$ cat config.mk
export PLATFORM = sky130hd
export DESIGN_NAME = mem_access_unit
export DESIGN_NICKNAME = d
export VERILOG_FILES = /design/src/rtl/mem_access_unit.sv
export SDC_FILE = /design/constraint.sdc
export NUM_CORES = 1
export LEC_CHECK = 0
export CORE_ASPECT_RATIO = 1.5
export CORE_MARGIN = 2
export CORE_UTILIZATION = 48
export CTS_CLUSTER_DIAMETER = 120
export DETAILED_ROUTE_END_ITERATION = 10
export HOLD_SLACK_MARGIN = 0.06
export PLACE_DENSITY = 0.87
export SLEW_MARGIN = 15
export SYNTH_ARGS = -nofsm -noshare
export SYNTH_HDL_FRONTEND = slang
export SYNTH_SLANG_ARGS = --single-unit
$ cat constraint.sdc
create_clock -name clk -period 5.8 [get_ports clk]
set_input_delay 1.16 -clock clk [delete_from_list [all_inputs] [get_ports clk]]
set_output_delay 1.16 -clock clk [all_outputs]
set_load 0.005 [all_outputs]
$ cat src/rtl/mem_access_unit.sv
// Memory-stage load/store initiator for a big-endian, byte-addressed 32-bit data memory.
module mem_access_unit #(
  parameter int unsigned MEM_BYTES = 256
) (
  input  logic        clk,
  input  logic        rst,
  input  logic        req_valid,
  input  logic        req_we,
  input  logic [1:0]  req_size,
  input  logic        req_signed,
  input  logic [31:0] req_addr,
  input  logic [31:0] req_wdata,
  output logic        busy,
  output logic        resp_valid,
  output logic [31:0] resp_rdata,
  output logic        err,
  output logic [31:0] mem_addr,
  output logic [31:0] mem_wdata,
  output logic        mem_re,
  output logic        mem_we,
  input  logic [31:0] mem_rdata
);

  typedef enum logic [1:0] {IDLE, READ, WRITE, RESP} state_t;

  state_t      state_q, state_d;
  logic        we_q, we_d;
  logic [1:0]  size_q, size_d;
  logic        signed_q, signed_d;
  logic [1:0]  off_q, off_d;
  logic [15:0] wdata_q, wdata_d;
  logic [31:0] word_q, word_d;
  logic        err_q, err_d;
  logic [31:0] mem_addr_q, mem_addr_d;
  logic [31:0] mem_wdata_q, mem_wdata_d;

  logic [32:0] req_bytes;
  logic        req_err;
  logic [4:0]  lane_sh;
  logic [31:0] lane_mask;
  logic [31:0] lane_data;
  logic [7:0]  lane_byte;
  logic [15:0] lane_half;
  logic [31:0] load_ext;

  always_comb begin
    case (req_size)
      2'b00:   req_bytes = 33'd1;
      2'b01:   req_bytes = 33'd2;
      default: req_bytes = 33'd4;
    endcase
    req_err = (req_size == 2'b11)
           || (req_size == 2'b01 && req_addr[0])
           || (req_size == 2'b10 && req_addr[1:0] != 2'b00)
           || (({1'b0, req_addr} + req_bytes) > 33'(MEM_BYTES));
  end

  // Big-endian lane position: byte offset 0 lives in the top byte of the word.
  always_comb begin
    lane_sh   = '0;
    lane_mask = '1;
    lane_data = {16'h0, wdata_q};
    case (size_q)
      2'b00: begin
        lane_sh   = {~off_q, 3'b000};
        lane_mask = 32'h0000_00ff << lane_sh;
        lane_data = {24'h0, wdata_q[7:0]} << lane_sh;
      end
      2'b01: begin
        lane_sh   = {~off_q[1], 4'b0000};
        lane_mask = 32'h0000_ffff << lane_sh;
        lane_data = {16'h0, wdata_q} << lane_sh;
      end
      default: ;
    endcase
    lane_byte = 8'(word_q >> lane_sh);
    lane_half = 16'(word_q >> lane_sh);
    case (size_q)
      2'b00:   load_ext = signed_q ? {{24{lane_byte[7]}}, lane_byte} : {24'h0, lane_byte};
      2'b01:   load_ext = signed_q ? {{16{lane_half[15]}}, lane_half} : {16'h0, lane_half};
      default: load_ext = word_q;
    endcase
  end

  always_comb begin
    state_d     = state_q;
    we_d        = we_q;
    size_d      = size_q;
    signed_d    = signed_q;
    off_d       = off_q;
    wdata_d     = wdata_q;
    word_d      = word_q;
    err_d       = err_q;
    mem_addr_d  = mem_addr_q;
    mem_wdata_d = mem_wdata_q;
    case (state_q)
      IDLE: begin
        if (req_valid) begin
          we_d     = req_we;
          size_d   = req_size;
          signed_d = req_signed;
          off_d    = req_addr[1:0];
          wdata_d  = req_wdata[15:0];
          err_d    = req_err;
          // mem_addr/mem_wdata only move when a memory cycle follows, so they hold otherwise.
          if (req_err) begin
            state_d = RESP;
          end else if (req_we && req_size == 2'b10) begin
            state_d     = WRITE;
            mem_addr_d  = {req_addr[31:2], 2'b00};
            mem_wdata_d = req_wdata;
          end else begin
            state_d    = READ;
            mem_addr_d = {req_addr[31:2], 2'b00};
          end
        end
      end
      READ: begin
        word_d = mem_rdata;
        if (we_q) begin
          mem_wdata_d = (mem_rdata & ~lane_mask) | (lane_data & lane_mask);
          state_d     = WRITE;
        end else begin
          state_d = RESP;
        end
      end
      WRITE: state_d = RESP;
      RESP:  state_d = IDLE;
      default: state_d = IDLE;
    endcase
  end

  always_ff @(posedge clk) begin
    if (rst) begin
      state_q     <= IDLE;
      we_q        <= 1'b0;
      size_q      <= '0;
      signed_q    <= 1'b0;
      off_q       <= '0;
      wdata_q     <= '0;
      word_q      <= '0;
      err_q       <= 1'b0;
      mem_addr_q  <= '0;
      mem_wdata_q <= '0;
    end else begin
      state_q     <= state_d;
      we_q        <= we_d;
      size_q      <= size_d;
      signed_q    <= signed_d;
      off_q       <= off_d;
      wdata_q     <= wdata_d;
      word_q      <= word_d;
      err_q       <= err_d;
      mem_addr_q  <= mem_addr_d;
      mem_wdata_q <= mem_wdata_d;
    end
  end

  assign busy       = (state_q != IDLE);
  assign mem_re     = (state_q == READ);
  assign mem_we     = (state_q == WRITE);
  assign resp_valid = (state_q == RESP);
  assign err        = resp_valid && err_q;
  assign resp_rdata = (resp_valid && !we_q && !err_q) ? load_ext : '0;
  assign mem_addr   = mem_addr_q;
  assign mem_wdata  = mem_wdata_q;

endmodule

==> results.toml <==
[sta]
finClkSkew_ns = 0.0116
timing.fmax_mhz = 193
finalCritPeriodShare = 0.894
worst_pin_slew_ns = 1.07
hold_viol = 0
finalSetupViolCount = 0
fin_setup_tns_ns = 0
relSlewSlack = 0.284
grt_setup_unrepaired = "no"
min_period_ns = 5.19
slew_viol_final = 0
fin_hold_ws_ns = 0.426

[drt]
drc = 0
dr.pass1.iters = 7
ant_nets = 0
avgViaCountPerCell = 6.09
totalWireLength_um = 25700
drtIter0Drc = 635
avgRoutedWirePerCell_um = 20.1
route.vias.total = 7807

[setup_path]
worstSetupEndpointType = "flip-flop"
cp_max_fo = 12
worstPathArrival_ns = 5.46
critPathMaxStageDelay_ns = 0.72
crit_path_start_kind = "primary input"
crit_chain = "clkdlybuf4s50_1 -> nor2_1 -> ha_1 -> fa_1 -> a21oi_2 -> nor3_4 -> a21o_1 -> a221o_1 -> or4b_4 -> or4_1 -> buf_4 -> a211oi_1 -> a211oi_2"
criticalPathCategory = "primary input to flip-flop"
cp_slowest_cell = "or4_1"
required_ns = 6.08

[placement]
routabilityCongestion = 0.996
portBuffers = 201
place_hpwl_um = 18600

[cts]
numCtsBuffers = 17
clkTransAtPathRegs_ns = 0.06
htreeDepth = 4
clock_latency_ns = 0.42
post-cts-setup-buffers = 0
cts_buffer_depth = 2
post_cts_resized = 0
cts_tree = "yes"
hold_buffers = 0
cts.sinks = 119
cts-root-buf = "clkbuf_16"

[synthesis]
yosys.area.top_type = "dfxtp_1"
synth_ff_type = "dfxtp_1"
syn-cell-area_sq_um = 6980
yosysSeqAreaShare = 0.341
async_flop_share = 0
ys_types = 62
synth_enable_flop_cells = 0
synth_seq_cells = 119
synth-warning-count = 0
synthTopCellsByArea = "dfxtp_1, mux2i_1, a21oi_1"
yosysTopAreaCellShare = 0.341
synthCells = 903
synth.avg_cell_area_sq_um = 7.73

[die]
row_count = 54
core_area_sq_um = 14400
die_h_um = 152
die_w_um = 102
ios = 204
die-area_sq_um = 15500
initial_utilization = 0.485

[worst_hold_path]
hp-class = "flip-flop to flip-flop"

[grt]
overflow = 0
grt_antenna_before_repair = 0
track_usage = 0.330
grt_pass1_vias = 7413
grt_max_degree = 94
grt_pass1_wl_um = 39500

[final_layout]
num_antenna_cells = 0
post-route-util = 0.678
final_common_cell = "clkdlybuf4s50_1"
fin_nets = 1185
area_growth_pct = 39.9
final_cell_mix = "clkdlybuf4s50_1, dfxtp_1, nand2_1, nor2_1, a21oi_1"
layout-drive-gt1-share = 0.0700

[outcome]
status = "complete, no violations"

[run]
drv_cap = 0

[pwr]
p_leak_nw = 3.45
power_density_nw_per_um2 = 406
peakVddDrop_v = 0.000235
## cells by family after synthesis
logic type / share of synthesized area
AO/OA/AOI/OAI: 0.271
XOR/XNOR: 0.0125
adder cells (fa/ha/maj): 0.0154
buffers and inverters: 0.0832
flip-flops: 0.341
multiplexers: 0.0864
other: 0.000537
AND/OR/NAND/NOR: 0.189
## cell type report
cell class | count | area (sq um)
clock buffer | 17 | 425
clock inverter | 14 | 200
fill | 1126 | 4630
inverter | 79 | 297
multi-input combinational | 636 | 4040
sequential | 119 | 2380
tap | 196 | 245
timing repair buffer | 221 | 2180
## worst paths after layout
kind | slack (ns) | startpoint | to | cells past startpoint
hold reg to reg | 0.43 | mem_addr[26] | mem_addr[26] | 2
setup / recovery | 0.61 | req_size[1] | mem_wdata[24] | 13
hold / removal | 0.43 | mem_addr[26] | mem_addr[26] | 2
setup reg to reg | 3.03 | state_q[1] | mem_addr[25] | 9
## per-stage QoR
step	worst slack, ns	std cells	cell area [sq um]	power, mW
finish	0.614	1282	9760	3.96
global route	0.188	1282	9760	4.13
CTS	0.638	1281	9740	3.90
detailed placement	0.248	1250	9110	2.76
global placement	0.347	1250	9110	2.73
floorplan	1.27	904	6980	2.13
## critical path, delay by kind of cell
kind	cells	cell delay [ns]
fa+ha+maj	2	0.67
simple gates	4	1.44
buf+inv	2	0.86
compound gates	5	1.32
## cell usage after synthesis (2+ instances only)
cell / number
or3_1: 3
nand4_1: 29
ha_1: 7
buf_1: 7
a22oi_1: 2
xnor2_1: 4
a21o_1: 2
a221oi_1: 2
or4_1: 2
o21ai_1: 3
nand3_1: 12
buf_4: 2
inv_1: 79
a22o_1: 14
nand2_1: 104
mux2i_1: 58
a222oi_1: 7
nor2b_1: 2
and2_1: 5
a21oi_1: 82
nand2b_1: 3
o211ai_1: 32
buf_2: 5
a32oi_1: 25
o22a_1: 2
o21ai_0: 23
a31o_2: 2
nor3_1: 10
o22ai_1: 15
o2111ai_1: 8
a211o_1: 3
nor4_1: 4
clkbuf_1: 55
and3_1: 6
nor2_1: 99
xor2_1: 6
a211oi_1: 23
a211oi_2: 11
dfxtp_1: 119
a31oi_1: 4
## metal layers
layer,routed length [um],vias to the layer above,global-route usage,part of all wire
met5,0,-,0,0
met4,1800,0,0.212,0.070
met3,1920,138,0.0624,0.075
met2,13100,476,0.580,0.51
met1,8940,3583,0.356,0.35
li1,-,3610,-,-
## power breakdown
group,internal [mW],switching [mW]
Sequential,1.01,0.185
Clock,0.720,0.408
Combinational,0.700,0.940
## state kept, by name (all words and copies together), names as in the netlist
register,count
err_q,1
word_q,32
mem_wdata,32
size_q,2
signed_q,1
off_q,2
wdata_q,16
mem_addr,30
we_q,1
state_q,2
No activity file was read; power rests on OpenSTA's default activity.
